## src/rtl/tp_serial_rx.sv

```systemverilog
// rtl/tp_serial_rx.sv - test-point 3-wire serial command receiver (CS_B/SCK/SDI deframer)
// Optional odd-parity bit after the payload: define TP_RX_PARITY_EN.
module tp_serial_rx #(
  parameter int FRAME_BITS  = 16,
  parameter int TIMEOUT     = 255,
  parameter int SYNC_STAGES = 2
) (
  input  logic                  CLK,
  input  logic                  RST_B,
  input  logic                  TP_CS_B,
  input  logic                  TP_SCK,
  input  logic                  TP_SDI,
  output logic [FRAME_BITS-1:0] DATA,
  output logic                  VLD,
  output logic                  ERR,
  output logic                  BUSY,
  output logic [7:0]            FRM_CNT
);

`ifdef TP_RX_PARITY_EN
  localparam int NBITS = FRAME_BITS + 1;
`else
  localparam int NBITS = FRAME_BITS;
`endif
  localparam int BCW = $clog2(NBITS + 2);
  localparam int WUW = $clog2(SYNC_STAGES + 1);
  localparam logic [BCW-1:0] BC_FULL = BCW'(NBITS);
  localparam logic [BCW-1:0] BC_SAT  = BCW'(NBITS + 1);
  localparam logic [15:0]    TMO_LIM = 16'(TIMEOUT);
  localparam logic [WUW-1:0] WU_DONE = WUW'(SYNC_STAGES);

  typedef enum logic [1:0] {WAIT_CS, IDLE, SHIFT, CHECK} state_t;
  state_t state, state_nxt;

  logic [SYNC_STAGES-1:0] cs_sync, sck_sync, sdi_sync;
  logic                   cs_d, sck_d, sdi_d;
  logic                   cs_s, sck_s, cs_rise, sck_rise;
  logic [WUW-1:0]         wu_cnt;
  logic [NBITS-1:0]       sr;
  logic [BCW-1:0]         bit_cnt;
  logic [15:0]            tmo_cnt;
  logic                   clr, shift_en, vld_nxt, err_nxt, parity_ok, frame_ok;

  assign cs_s     = cs_sync[SYNC_STAGES-1];
  assign sck_s    = sck_sync[SYNC_STAGES-1];
  assign cs_rise  = cs_s & ~cs_d;
  assign sck_rise = sck_s & ~sck_d;
  assign BUSY     = (state == SHIFT);

`ifdef TP_RX_PARITY_EN
  assign parity_ok = ^sr;
`else
  assign parity_ok = 1'b1;
`endif
  assign frame_ok = (bit_cnt == BC_FULL) && parity_ok;

  always_ff @(posedge CLK or negedge RST_B) begin
    if (!RST_B) begin
      cs_sync  <= '1;
      sck_sync <= '1;
      sdi_sync <= '1;
      cs_d     <= 1'b1;
      sck_d    <= 1'b1;
      sdi_d    <= 1'b1;
      wu_cnt   <= '0;
    end else begin
      cs_sync  <= {cs_sync[SYNC_STAGES-2:0], TP_CS_B};
      sck_sync <= {sck_sync[SYNC_STAGES-2:0], TP_SCK};
      sdi_sync <= {sdi_sync[SYNC_STAGES-2:0], TP_SDI};
      cs_d     <= cs_s;
      sck_d    <= sck_s;
      sdi_d    <= sdi_sync[SYNC_STAGES-1];
      if (wu_cnt != WU_DONE) wu_cnt <= wu_cnt + WUW'(1);
    end
  end

  always_ff @(posedge CLK or negedge RST_B) begin
    if (!RST_B) state <= WAIT_CS;
    else        state <= state_nxt;
  end

  // The synchronizers come out of reset at the CS_B idle level, so WAIT_CS only
  // trusts cs_s once the real pin value has had time to reach the last stage.
  always_comb begin
    state_nxt = state;
    clr       = 1'b0;
    shift_en  = 1'b0;
    vld_nxt   = 1'b0;
    err_nxt   = 1'b0;
    case (state)
      WAIT_CS: if (wu_cnt == WU_DONE && cs_s) state_nxt = IDLE;
      IDLE: begin
        if (!cs_s) begin
          clr       = 1'b1;
          state_nxt = SHIFT;
        end
      end
      SHIFT: begin
        if (cs_rise) begin
          state_nxt = CHECK;
        end else if (tmo_cnt == TMO_LIM) begin
          err_nxt   = 1'b1;
          state_nxt = WAIT_CS;
        end else if (sck_rise) begin
          shift_en  = 1'b1;
        end
      end
      CHECK: begin
        state_nxt = IDLE;
        if (frame_ok) vld_nxt = 1'b1;
        else          err_nxt = 1'b1;
      end
      default: state_nxt = WAIT_CS;
    endcase
  end

  always_ff @(posedge CLK or negedge RST_B) begin
    if (!RST_B) begin
      sr      <= '0;
      bit_cnt <= '0;
      tmo_cnt <= '0;
      DATA    <= '0;
      VLD     <= 1'b0;
      ERR     <= 1'b0;
      FRM_CNT <= '0;
    end else begin
      VLD <= vld_nxt;
      ERR <= err_nxt;
      if (clr) begin
        sr      <= '0;
        bit_cnt <= '0;
      end else if (shift_en) begin
        sr <= {sr[NBITS-2:0], sdi_d};
        if (bit_cnt != BC_SAT) bit_cnt <= bit_cnt + BCW'(1);
      end
      if (clr || shift_en)
        tmo_cnt <= '0;
      else if (state == SHIFT && tmo_cnt != 16'hFFFF)
        tmo_cnt <= tmo_cnt + 16'd1;
      if (vld_nxt) begin
`ifdef TP_RX_PARITY_EN
        DATA <= sr[NBITS-1:1];
`else
        DATA <= sr[FRAME_BITS-1:0];
`endif
        FRM_CNT <= FRM_CNT + 8'd1;
      end
    end
  end

endmodule

```

## config.mk

```make
export PLATFORM = sky130hd
export DESIGN_NAME = tp_serial_rx
export DESIGN_NICKNAME = d
export VERILOG_FILES = /design/src/rtl/tp_serial_rx.sv
export SDC_FILE = /design/constraint.sdc
export NUM_CORES = 1
export LEC_CHECK = 0
export ABC_AREA = 1
export CELL_PAD_IN_SITES_DETAIL_PLACEMENT = 0
export CELL_PAD_IN_SITES_GLOBAL_PLACEMENT = 1
export CORE_MARGIN = 10
export CORE_UTILIZATION = 44
export CTS_CLUSTER_DIAMETER = 150
export DETAILED_ROUTE_END_ITERATION = 10
export GPL_ROUTABILITY_DRIVEN = 0
export PLACE_DENSITY = 0.82
export REMOVE_ABC_BUFFERS = 1
export SETUP_SLACK_MARGIN = 0.5
export SLEW_MARGIN = 30
export SYNTH_ARGS = -nofsm -noshare
export SYNTH_HDL_FRONTEND = slang
export SYNTH_SLANG_ARGS = --single-unit
```

## constraint.sdc

```tcl
create_clock -name CLK -period 2.2 [get_ports CLK]
set_input_delay 0.33 -clock CLK [delete_from_list [all_inputs] [get_ports CLK]]
set_output_delay 0.33 -clock CLK [all_outputs]
set_load 0.01 [all_outputs]
```

* Word-level counts from Yosys, hierarchy flattened
Cells that the tools add are included.
** Storage, ports and cells
- Register bits after elaboration :: 76
- Output and inout port bits :: 27
- Logic and storage cells :: 68
** Operators by class
- $add $sub $neg :: 4
- Equality and inequality tests :: 12
- Multiplexer cells :: 24
- Bitwise gates (word level) :: 4
- Reduce and logical (&&, ||, !) cells :: 9
** Operators with widths (number)
- 2-to-1 mux 16 bit :: 4
- adder 16 x 1 -> 16 bit, second input constant :: 1
- equality test 16 x 8 -> 1 bit, second input constant :: 1
- != test 16 bit, second input constant :: 1
- 2-to-1 mux 5 bit :: 3
- 2-to-1 mux 1 bit :: 11
- adder 8 x 1 -> 8 bit, second input constant :: 1
- 2-to-1 mux 2 bit :: 4
- one-hot mux 2 bit (4 select lines) :: 1
- equality test 2 bit, second input constant :: 3
- != test 2 bit, second input constant :: 3
- nonzero test 2 bit :: 3
- adder 5 x 1 -> 5 bit, second input constant :: 1
- equality test 5 bit, second input constant :: 1
- != test 5 bit, second input constant :: 1
- != test 3 x 1 -> 1 bit, second input constant :: 1
- AND reduction 3 bit :: 1
- adder 2 x 1 -> 2 bit, second input constant :: 1
- AND 1 bit :: 2
- equality test 2 x 1 -> 1 bit, second input constant :: 1
- logical AND 1 bit :: 2
- zero test 2 bit :: 1
- NOT 1 bit :: 2
- one-hot mux 1 bit (2 select lines) :: 1
- other kinds (2) :: 2

* Longest topological paths before layout
- Depth in word-level cells :: 8
- Depth in mapped cells :: 11

* Worst setup path before layout
OpenSTA, ideal clock, no wires.
- Kind :: register to register
- From :: register state[0]
- To :: register sr[10]
- Library setup time :: 0.076 ns
- Data arrival time :: 1.597 ns
- Required time :: 2.124 ns
- Slack :: 0.527 ns
- Stages on the path, launching flop included :: 9
- Period minus slack after synthesis :: 1.673 ns
- Cell sequence :: dfrtp_1 > inv_1 > ha_1 > inv_1 > a21oi_2 > a21boi_2 > buf_4 > nand4_1 > o21ai_1
** Between the ends
- Cells in the longest elaborated chain, start to end :: 3
- Elaborated cells between the ends (all ways) :: 6
- Classes of those cells :: 2 x eq/ne; 3 x mux; 1 x reduce/logical
** Ends and longest elaborated chain
- start, declared :: RTL line 33 : state_t state, state_nxt;
- start signal, assigned :: RTL line 79 : else state <= state_nxt;
- equality test 2 bit
- via BUSY :: RTL line 16 : output logic BUSY,
- 2-to-1 mux 1 bit :: RTL line 90 : case (state)
- nonzero test 2 bit (no line)
- end signal, assigned :: RTL line 133 : sr <= {sr[NBITS-2:0], sdi_d};
- end, declared :: RTL line 39 : logic [NBITS-1:0] sr;
The timed path passes the listed nets, and every way through them passes these cells.
A chain may end at the register's enable or synchronous reset.

* Final worst setup path
- From :: register FRM_CNT[3]
- To :: output FRM_CNT[3]
** RTL lines
- start, declared :: RTL line 17 : output logic [7:0] FRM_CNT
- start signal, assigned :: RTL line 146 : FRM_CNT <= FRM_CNT + 8'd1;
No word-level cell between the ends.

==> impl_metrics.env <==
export IMPL_status="finished clean"
export IMPL_clockRootBuffer="clkbuf_8"
export IMPL_net_load_switching_power_w=0.00114
export IMPL_power_share_switching=0.328
export IMPL_path_delay_family="buffers and inverters"
export IMPL_first_iter_violations=159
export IMPL_worstSetupEndpointType="output pin"
export IMPL_power_leakage_nw=2.09
export IMPL_ant_nets=0
export IMPL_placement_io_buffers=31
export IMPL_critPathArrivalTime_ps=1310
export IMPL_antenna_cells_inserted=0
export IMPL_clock_sink_count=76
export IMPL_fin_hold_ws_ps=358
export IMPL_hold_viol=0
export IMPL_ir_worst_vdd_uv=539
export IMPL_avgSynthCellArea_um2=8.76
export IMPL_flop_and_latch_count_out_of_synthesis=76
export IMPL_tightest_hold_check_type="reg2reg"
export IMPL_edff_count_synth=0
export IMPL_setup_tns_final_ps=0
export IMPL_synthesis_area_um2=3590
export IMPL_final_core_util=0.577
export IMPL_detailedRoute_firstPassIterationCount=4
export IMPL_cts_tree="yes"
export IMPL_worst_path_largest_cell_delay_ps=560
export IMPL_netlist_top_cells_area="dfrtp_1 (47%), nand2_1 (9.8%), dfstp_2 (6.6%)"
export IMPL_post_route_cells_drive_above_1_share=0.221
export IMPL_hpwl_um=5150
export IMPL_worst_path_max_fanout=4
export IMPL_number_of_global_route_vias_before_repair=2720
export IMPL_post_route_cell_area_um2=4530
export IMPL_grt_pass1_wl_um=13200
export IMPL_route_detailed_wl_per_inst_um=13.3
export IMPL_p_clk_frac=0.286
export IMPL_syn2layout_area_growth_pct=26.1
export IMPL_die_height_um=110
export IMPL_core_region_area_um2=7850
export IMPL_yosys_top_cell_area_share=0.467
export IMPL_crit_path_start="FRM_CNT[3]$_DFFE_PN0P_"
export IMPL_synth_commonest_cells="nand2_1 (94), dfrtp_1 (67), inv_1 (52)"
export IMPL_yosysSeqAreaShare=0.532
export IMPL_cts_max_path_buffers=2
export IMPL_ys_flop_type="dfrtp_1"
export IMPL_initial_utilization=0.458
export IMPL_finalMaxSlewViolations=0
export IMPL_clkSlewWorstSetupHoldPaths_ps=80
export IMPL_vias_post_dr=2816
export IMPL_cts_buffers_inserted=9
export IMPL_timing_limited_maximum_frequency_ghz=0.609
export IMPL_placed_area_um2=4030
export IMPL_max_slew_margin_rel=0.775
export IMPL_synth_most_common_cell="nand2_1"
export IMPL_cp_required_ps=1870
export IMPL_die_area_um2=12200
export IMPL_critical_path_slowest_cell="clkdlybuf4s50_1"
export IMPL_final_routed_drc_violation_total=0
export IMPL_grt_use_total=0.138
export IMPL_reg2reg_slack_ps=580
export IMPL_report_power_total_w=0.00349
export IMPL_path_cells="clkdlybuf4s50_1"
export IMPL_timing_final_setup_violations=0
export IMPL_clock_skew_final_ps=8.32
export IMPL_fp_dieW_um=110
export IMPL_path_buf_inv=1
export IMPL_grt_setup_unrepaired="true"
export IMPL_ratio_of_total_power_to_cell_area_nw_per_um2=770
export IMPL_postSynthCellCount=410
export IMPL_worst_reg2reg_path_length_in_cells=9
export IMPL_path_class="reg2out"
export IMPL_clk_latency_worst_skew_pair_ps=350
export IMPL_hold_path_startpoint="cs_sync[0]$_DFF_PN1_"
export IMPL_tightestPinTransition_ps=337
export IMPL_internal_power_w=0.00234
export IMPL_grt_antenna_before_repair=0
export IMPL_comb_power_share=0.261
export IMPL_fin_crit_sh=0.746
export IMPL_synth_top_area_cell="dfrtp_1"
export IMPL_num_rows=32
export IMPL_drv_max_cap_violation_count=0
export IMPL_r2r_start="state[0]$_DFFE_PN0P_"
export IMPL_grt_max_degree=53
export IMPL_total_number_of_h_tree_levels=3
export IMPL_yosys_warnings=0
export IMPL_total_overflow_reported_by_the_global_router=0
export IMPL_sequential_share_of_power=0.453
export IMPL_nets=485
export IMPL_holdPathStages=0
export IMPL_critical_path_depth_in_cells=1
export IMPL_synthArstFlopShare=1.00
export IMPL_detail_route_wirelength_um=7670
export IMPL_floorplan_io_pins=32
export IMPL_start_kind="flip-flop"
export IMPL_vias_per_cell=4.88
export IMPL_finalWorstPathRequiredPeriod_ps=1640
export IMPL_synthDistinctLibCells=32
routing by layer:
metal	GRT usage	vias up	routed length, µm
met1	0.174	1323	3570
li1	-	1429	-
met2	0.216	57	3590
met5	0	-	0
met3	0.0319	7	407
met4	0.0697	0	111
cells in the final DEF, fill, tap and decap left out, types with 9 or more instances in the layout:
cell              n
nand2_1          91
dfrtp_1          66
inv_1            49
nor2_1           28
clkdlybuf4s50_1  28
nand3_1          24
o21ai_0          23
buf_4            23
nand4_1          18
nand2_2          15
nor2_2           12
o21ai_1          11
clkbuf_8         10
dfstp_2           9
state kept, by name, summed over array words and instances (netlist names), 2 cells and up:
name	flops
DATA	16
sck_sync	2
bit_cnt	5
sr	16
cs_sync	2
state	2
tmo_cnt	16
FRM_CNT	8
wu_cnt	2
sdi_sync	2
worst paths after layout:
path	end
max in group asynchronous	cs_d$_DFF_PN1_
worst min register to register	cs_sync[1]$_DFF_PN1_
min in group asynchronous	DATA[14]$_DFFE_PN0P_
worst max-delay path	FRM_CNT[3]
worst max register to register	bit_cnt[1]$_DFFE_PN0P_
worst min-delay path	cs_sync[1]$_DFF_PN1_
area by class of cell:
cell class              instances  area, µm²
flip-flops and latches         76       1910
clock buffers                  10        138
multi-input cells             269       1500
fillers                       712       3320
clock inverters                 6       48.8
well taps                     102        128
inverters                      54        210
repair buffers                 60        592
power by group through the flow:
stage | Clock, W | Sequential [W] | Combinational [W]
after global placement | 0 | 0.00159 | 0.000605
final | 0.000998 | 0.00158 | 0.000909
after global routing | 0.00110 | 0.00159 | 0.00101
after detailed placement | 0 | 0.00160 | 0.000620
after CTS | 0.00104 | 0.00157 | 0.000740
after floorplan | 0 | 0.00158 | 0.000409
kinds of logic (layout without fill, tap and decap cells):
logic type      count (synthesis)  in the layout  share of synthesized area
compound gates                 45             45                     0.0676
xor+xnor                        9              9                     0.0219
fa+ha+maj                      10             10                     0.0348
buf+inv                        65            130                     0.0742
flops                          76             76                      0.532
simple gates                  205            205                      0.269
timing repair:
action,4_1_cts,5_1_grt
gates resized for setup,13,23
hold endpoints to repair,24,0
hold buffers,1,0
setup endpoints to repair,35,59
pin swaps,3,7
buffers inserted,9,11
gates cloned,0,1
per-stage QoR:
| stage | instances | worst slack, ps |
|---|---|---|
| final | 577 | 558 |
| after global routing | 577 | 461 |
| after CTS | 565 | 450 |
| after detailed placement | 539 | 350 |
| after global placement | 539 | 388 |
| after floorplan | 399 | 299 |
No activity file was read; power rests on OpenSTA's default activity.
